$ cat config.mk
export PLATFORM = sky130hd
export DESIGN_NAME = branch_predictor
export DESIGN_NICKNAME = d
export VERILOG_FILES = /design/src/rtl/branch_predictor_pkg.sv /design/src/rtl/branch_predictor_btb.sv /design/src/rtl/branch_predictor.sv
export SDC_FILE = /design/constraint.sdc
export NUM_CORES = 2
export LEC_CHECK = 0
export BUFFER_PORTS_ARGS = -buffer_cell sky130_fd_sc_hd__buf_2
export CORE_MARGIN = 4
export CORE_UTILIZATION = 53
export DETAILED_ROUTE_END_ITERATION = 8
export GPL_TIMING_DRIVEN = 0
export PLACE_DENSITY = 0.69
export SLEW_MARGIN = 20
export SYNTH_ARGS = -nofsm -noshare
export SYNTH_HDL_FRONTEND = slang
export SYNTH_HIERARCHICAL = 1
export SYNTH_SLANG_ARGS = --single-unit
$ cat constraint.sdc
create_clock -name clk -period 7.5 [get_ports clk]
set_input_delay 2.25 -clock clk [delete_from_list [all_inputs] [get_ports clk]]
set_output_delay 2.25 -clock clk [all_outputs]
set_load 0.01 [all_outputs]
$ cat src/rtl/branch_predictor_pkg.sv
// Shared types and defaults for the fetch-side branch predictor.
// Holds the counter encoding, BTB entry layout and default sizes.
package branch_predictor_pkg;

    localparam int BP_IDX_W = 5;
    localparam int BP_TAG_W = 8;
    localparam int BP_CNT_W = 32;

    typedef enum logic [1:0] {
        SNT = 2'b00,
        WNT = 2'b01,
        WT  = 2'b10,
        ST  = 2'b11
    } bp_ctr_t;

    typedef struct packed {
        logic                valid;
        logic [BP_TAG_W-1:0] tag;
        logic [31:0]         target;
    } bp_btb_entry_t;

    // Saturating step of a 2-bit direction counter
    function automatic bp_ctr_t bp_ctr_next(input bp_ctr_t c,
                                            input logic    taken);
        bp_ctr_t n;
        n = c;
        if (taken) begin
            if (c != ST) n = bp_ctr_t'(c + 2'd1);
        end else begin
            if (c != SNT) n = bp_ctr_t'(c - 2'd1);
        end
        return n;
    endfunction

endpackage

$ cat src/rtl/branch_predictor_btb.sv
// Direct-mapped branch target buffer: async-reset valids,
// combinational read port, synchronous write port.
import branch_predictor_pkg::*;

module bp_btb #(
    parameter int IDX_W = BP_IDX_W,
    parameter int TAG_W = BP_TAG_W
) (
    input  logic             clk,
    input  logic             rst_n,
    input  logic [IDX_W-1:0] rd_idx,
    input  logic [TAG_W-1:0] rd_tag,
    output logic             rd_hit,
    output logic [31:0]      rd_target,
    input  logic             wr_en,
    input  logic [IDX_W-1:0] wr_idx,
    input  logic [TAG_W-1:0] wr_tag,
    input  logic [31:0]      wr_target
);

    localparam int NENT = 1 << IDX_W;

    logic [NENT-1:0]  valid_q;
    logic [NENT-1:0]  valid_d;
    logic [TAG_W-1:0] tag_q    [NENT];
    logic [31:0]      target_q [NENT];

    // Read port: hit needs a valid entry with a matching tag
    always_comb begin
        rd_hit    = valid_q[rd_idx] && (tag_q[rd_idx] == rd_tag);
        rd_target = target_q[rd_idx];
    end

    // Valid bits only ever get set; not-taken never clears them
    always_comb begin
        valid_d = valid_q;
        if (wr_en) valid_d[wr_idx] = 1'b1;
    end

    // Valid array clears on reset so stale tags are never used
    always_ff @(posedge clk or negedge rst_n) begin
        if (!rst_n) valid_q <= '0;
        else        valid_q <= valid_d;
    end

    // Tag/target payload needs no reset; guarded by valid
    always_ff @(posedge clk) begin
        if (wr_en) begin
            tag_q[wr_idx]    <= wr_tag;
            target_q[wr_idx] <= wr_target;
        end
    end

endmodule

$ cat src/rtl/branch_predictor.sv
// Bimodal 2-bit BHT + BTB predictor with EX-stage training.
// Define BP_GSHARE_EN to XOR a global history into the BHT index.
import branch_predictor_pkg::*;

module branch_predictor #(
    parameter int IDX_W = BP_IDX_W,
    parameter int TAG_W = BP_TAG_W,
    parameter int CNT_W = BP_CNT_W
) (
    input  logic             clk,
    input  logic             rst_n,
    input  logic [31:0]      if_pc,
    input  logic             if_valid,
    output logic             if_pred_taken,
    output logic [31:0]      if_pred_target,
    output logic [IDX_W-1:0] if_pred_idx,
    input  logic             ex_valid,
    input  logic [31:0]      ex_pc,
    input  logic [IDX_W-1:0] ex_idx,
    input  logic             ex_pred_taken,
    input  logic [31:0]      ex_pred_target,
    input  logic             ex_br_en,
    input  logic [31:0]      ex_target,
    output logic             ex_mispredict,
    output logic [31:0]      ex_redirect_pc,
    output logic [CNT_W-1:0] branch_count,
    output logic [CNT_W-1:0] mispredict_count
);

    localparam int NENT = 1 << IDX_W;
    localparam int TLO  = IDX_W + 2;
    localparam int THI  = IDX_W + TAG_W + 1;

    bp_ctr_t          ctr_q [NENT];
    bp_ctr_t          ctr_d [NENT];
    logic [CNT_W-1:0] branch_count_q;
    logic [CNT_W-1:0] branch_count_d;
    logic [CNT_W-1:0] mispredict_count_q;
    logic [CNT_W-1:0] mispredict_count_d;

    logic [IDX_W-1:0] if_pc_idx;
    logic [IDX_W-1:0] if_bht_idx;
    logic [TAG_W-1:0] if_tag;
    logic             btb_hit;
    logic [31:0]      btb_target;
    logic [IDX_W-1:0] ex_btb_idx;
    logic [TAG_W-1:0] ex_tag;
    logic             btb_wr;
    logic [31:0]      if_pc_inc;
    logic [31:0]      ex_pc_inc;

    assign if_pc_idx = if_pc[IDX_W+1:2];
    assign if_tag    = if_pc[THI:TLO];
    assign ex_tag    = ex_pc[THI:TLO];
    assign if_pc_inc = if_pc + 32'd4;
    assign ex_pc_inc = ex_pc + 32'd4;
    assign btb_wr    = ex_valid && ex_br_en;

`ifdef BP_GSHARE_EN
    logic [IDX_W-1:0] ghr_q;
    logic [IDX_W-1:0] ghr_d;

    // BHT index hashes PC with resolved history; BTB stays PC-indexed
    assign if_bht_idx = if_pc_idx ^ ghr_q;
    assign ex_btb_idx = ex_pc[IDX_W+1:2];

    // History shifts in each resolved outcome, never speculatively
    always_comb begin
        ghr_d = ghr_q;
        if (ex_valid) ghr_d = {ghr_q[IDX_W-2:0], ex_br_en};
    end

    // History register, cleared on reset
    always_ff @(posedge clk or negedge rst_n) begin
        if (!rst_n) ghr_q <= '0;
        else        ghr_q <= ghr_d;
    end

    logic unused_pc_bits;
    assign unused_pc_bits = ^{if_pc[1:0], if_pc[31:THI+1],
                              ex_pc[1:0], ex_pc[31:THI+1]};
`else
    // Pure bimodal: one PC-derived index for both tables
    assign if_bht_idx = if_pc_idx;
    assign ex_btb_idx = ex_idx;

    logic unused_pc_bits;
    assign unused_pc_bits = ^{if_pc[1:0], if_pc[31:THI+1],
                              ex_pc[1:0], ex_pc[TLO-1:2],
                              ex_pc[31:THI+1]};
`endif

    bp_btb #(
        .IDX_W (IDX_W),
        .TAG_W (TAG_W)
    ) u_btb (
        .clk       (clk),
        .rst_n     (rst_n),
        .rd_idx    (if_pc_idx),
        .rd_tag    (if_tag),
        .rd_hit    (btb_hit),
        .rd_target (btb_target),
        .wr_en     (btb_wr),
        .wr_idx    (ex_btb_idx),
        .wr_tag    (ex_tag),
        .wr_target (ex_target)
    );

    // IF lookup: taken only on a BTB hit with a taken-leaning counter
    always_comb begin
        if_pred_idx    = if_bht_idx;
        if_pred_taken  = if_valid && btb_hit && ctr_q[if_bht_idx][1];
        if_pred_target = if_pred_taken ? btb_target : if_pc_inc;
    end

    // EX check: wrong direction, or taken to the wrong target
    always_comb begin
        ex_mispredict = 1'b0;
        if (ex_valid) begin
            ex_mispredict = (ex_pred_taken != ex_br_en) ||
                            (ex_br_en && ex_pred_taken &&
                             (ex_pred_target != ex_target));
        end
        ex_redirect_pc = ex_br_en ? ex_target : ex_pc_inc;
    end

    // BHT training on the carried index
    always_comb begin
        for (int i = 0; i < NENT; i++) ctr_d[i] = ctr_q[i];
        if (ex_valid) ctr_d[ex_idx] = bp_ctr_next(ctr_q[ex_idx], ex_br_en);
    end

    // Saturating resolution counters
    always_comb begin
        branch_count_d     = branch_count_q;
        mispredict_count_d = mispredict_count_q;
        if (ex_valid && (branch_count_q != '1))
            branch_count_d = branch_count_q + 1'b1;
        if (ex_mispredict && (mispredict_count_q != '1))
            mispredict_count_d = mispredict_count_q + 1'b1;
    end

    // BHT and counter state; reset drops any in-flight update
    always_ff @(posedge clk or negedge rst_n) begin
        if (!rst_n) begin
            for (int i = 0; i < NENT; i++) ctr_q[i] <= WNT;
            branch_count_q     <= '0;
            mispredict_count_q <= '0;
        end else begin
            for (int i = 0; i < NENT; i++) ctr_q[i] <= ctr_d[i];
            branch_count_q     <= branch_count_d;
            mispredict_count_q <= mispredict_count_d;
        end
    end

    assign branch_count     = branch_count_q;
    assign mispredict_count = mispredict_count_q;

endmodule

==> results.md <==
* Most used cell, CP: buf_12
* Pre-Repair DR Iteration Count at 5
* Wire per inst at 33.32 microns
* Pleak at between 20 and 25 nW
* Total clock sinks at 1,440
* Unique masters post-synth at 63
* Worst-path cell chain: buf_12, buf_16, buf_12, buf_12, buf_12, buf_12, mux4_2, mux2i_2, o211ai_1, xor2_1, nor4_4, nand2_1, a31oi_4, o311ai_4, buf_6, buf_6, mux2_4, buf_6
* CTS max path bufs at 3
* Layout cells sized above 1 at 35.48%
* H-tree depth at 4
* Most common cell after layout, fill and taps aside: edfxtp_1
* IO Port Bufs at between 200 and 300
* Maximum number of pins on one net before global-route repair at 105
* Failing checks: negative setup slack
* Power Dens Cells at about 250 mW/mm^2
* Max incr delay on CP at 520 ps
* CP arrival at 6030 ps
* Antenna violations before repair at 17
* Die footprint at 0.1154 sq mm
* CP delay by family, top: buffers and inverters
* Post-synthesis sequential area ratio at 72.83%
* Gate Count Post-Synth at 2,962
* Total Wirelength at between 150 and 200 mm
* CORE AREA at 0.1090 sq mm
* Final estimated routing congestion in global placement at 0.8914
* Final Hold Viols at 0
* Synthesized Nets at 3,106
* Max Clk Rate at 120.7 MHz
* Slew @ Worst Pin at roughly 1200 ps
* Clk_skew at 13.28 ps
* Min Hold Slack at 459.4 ps
* Asr flop ratio synth at 11.11%
* Post-Place Setup Slack at -2037 ps
* CP Buf/Inv Count at 9
* Starting Density at around 54%
* Setup Viol. Count Final at 33
* Commonest cells after routing, fill and taps aside: edfxtp_1, mux4_2, buf_2
* Clock Latency Late Sink at between 700 and 800 ps
* Area grow syn2layout at 18.38%
* Detailed Route Iter0 Violations at ~4,400
* Cts hold-fix bufs at 0
* CP endpoint kind: output port
* Post-layout nets at between 3,000 and 4,000
* First-pass GRT wire length at approximately 240 mm
* Synth warn at 6
* WP data required at 5250 ps
* Die span in x at 339.8 microns
* Period utilization at 110.4%
* Remaining Overflow, GRT at 0
* Syn Area/Cell at 19.69 sq um
* Seq cells post-synth at roughly 1,400
* Critical path's slowest cell: mux4_2
* IO Pins at 274
* Total Power at 17.35 mW
* Cell area after synthesis at 0.05833 sq mm
* Vias per std cell at 6.552
* Slew Limit Fails at 0
* HPWL Detailed at approximately 110 mm
* DRC viols at 0
* Commonest register cell after synthesis: edfxtp_1
* Top cell type by total area after synthesis: edfxtp_1
* Post-DRT Antenna Nets at 0
* Fill cell count at ~7,300
* Overall Global Routing Usage at 29.10%
* Area contributors post-synth: edfxtp_1, mux4_2, dfrtp_1, dfstp_2, xor2_1
* Routed vias at between 30,000 and 40,000
* Worst-path fanout max at 10
* Relative slew slack at 20.35%
* RSZ-0062 raised after global routing: yes
* Crit path time final at 8284 ps
* Number of enable flip-flop cells after synthesis at about 1,300
* VDD IR max at around 0.19 mV
* Root Driver: clkbuf_16
* Startpoint types: primary input
* Max-cap violation count at 0
* Vias in the first global route at around 33,000
* Final setup margin at -783.6 ps
* Die Ht at 339.8 microns
* # rows at 121
* Status: finished with violations
* Post-synth top area share at 65.89%
* CTS buffer count at 147
* Clock-pin slew on the worst setup and hold paths at 50 ps
* Crit Path Class: primary input to output port
* Worst hold path type: flop to flop
* CTS tree: built
## worst reg2reg max path, cell delays in order (launching register included)
cell	delay, ps
dfrtp_1	400
ha_1	240
nand2_1	110
nor3_1	840
nand2_1	100
or3_1	440
o211ai_1	220
buf_4	270
nor3_1	70
xor2_1	140
## synthesized netlist by cell type, types with 10 or more instances
| cell type | count |
|---|---|
| xor2_1 | 89 |
| inv_1 | 12 |
| buf_2 | 37 |
| dfstp_2 | 32 |
| nor3_1 | 18 |
| o21ai_0 | 101 |
| buf_6 | 10 |
| or2_2 | 32 |
| mux4_2 | 399 |
| xnor2_1 | 68 |
| buf_1 | 17 |
| edfxtp_1 | 1280 |
| a22oi_1 | 17 |
| mux2_2 | 50 |
| nand3_1 | 44 |
| a21oi_1 | 31 |
| and3_1 | 22 |
| clkbuf_1 | 70 |
| dfrtp_1 | 128 |
| nor2_1 | 96 |
| and4_1 | 14 |
| mux2i_1 | 47 |
| nor2b_1 | 10 |
| nand4_1 | 39 |
| nand2_1 | 196 |
## state kept, by name, summed over array words and instances, names as in the netlist
register and cells:
u_btb/target_q 1024, u_btb/tag_q 256, ctr_q 64, branch_count 32
mispredict_count 32, u_btb/valid_q 32
## where the power goes
group	total [mW]	internal, mW	leakage (nW)	switching [mW]
Clock	7.00	4.01	2.25	2.99
Combinational	1.32	0.552	7.48	0.767
Sequential	9.03	8.92	13.6	0.103
Total	17.3	13.5	23.3	3.86
## through the flow
| step | TNS, ps | instances | util [%] | area, sq um |
|---|---|---|---|---|
| after floorplan | 0 | 2962 | - | 58330 |
| after global placement | -2781200 | 4648 | 56.39 | 61460 |
| after detailed placement | -55920 | 4721 | 58.13 | 63370 |
| after CTS | -18780 | 5007 | 63.14 | 68830 |
| after global routing | -24890 | 5017 | 63.34 | 69050 |
| final | -22770 | 5020 | 63.35 | 69060 |
## cells by family after synthesis
family / count (synthesis) / share of synthesized area, %
AO/OA/AOI/OAI: 186 / 1.870
XOR/XNOR: 157 / 2.357
multiplexers: 497 / 17.20
flip-flops: 1440 / 72.83
AND/OR/NAND/NOR: 519 / 4.354
adder cells (fa/ha/maj): 5 / 0.1072
buffers and inverters: 158 / 1.283
## worst paths after layout
kind                            cells after the start  slack, ps                            start                          endpoint
worst max-delay path                               18       -780                         if_pc[2]                if_pred_target[12]
worst max register to register                      9       4540  mispredict_count[0]$_DFFE_PN0P_  mispredict_count[29]$_DFFE_PN0P_
worst min-delay path                                1        460    u_btb/valid_q[15]$_DFFE_PN0P_     u_btb/valid_q[15]$_DFFE_PN0P_
min in group asynchronous                           1       1430                            rst_n      branch_count[20]$_DFFE_PN0P_
max in group asynchronous                           2       5140                            rst_n  mispredict_count[13]$_DFFE_PN0P_
worst min register to register                      1        460    u_btb/valid_q[15]$_DFFE_PN0P_     u_btb/valid_q[15]$_DFFE_PN0P_
## cell type report
cell class | count | area, sq um | area share [%]
repair buffers | 376 | 3397 | 4.919
multi-input cells | 1364 | 15700 | 22.73
inverters | 15 | 63.81 | 0.09241
clock inverters | 70 | 599.3 | 0.8679
flip-flops and latches | 1440 | 42480 | 61.52
well taps | 1414 | 1769 | 2.562
diodes | 4 | 10.01 | 0.01450
clock buffers | 194 | 4005 | 5.800
plain buffers | 143 | 1033 | 1.497
## timing repair
item                                   4_1_cts  5_1_grt
endpoints found under the hold margin        0        0
setup endpoints to repair                   34       34
buffers inserted                            20        9
gates cloned                                 2        0
pin swaps                                   17       11
resized for setup                          178       35
## metal layers
metal,global-route usage (%),wire length (microns)
met5,0,94
met4,11.08,7195
met3,8.227,19870
met2,45.49,78830
met1,39.47,61290
Note: power is estimated with default switching activity, not from simulation.
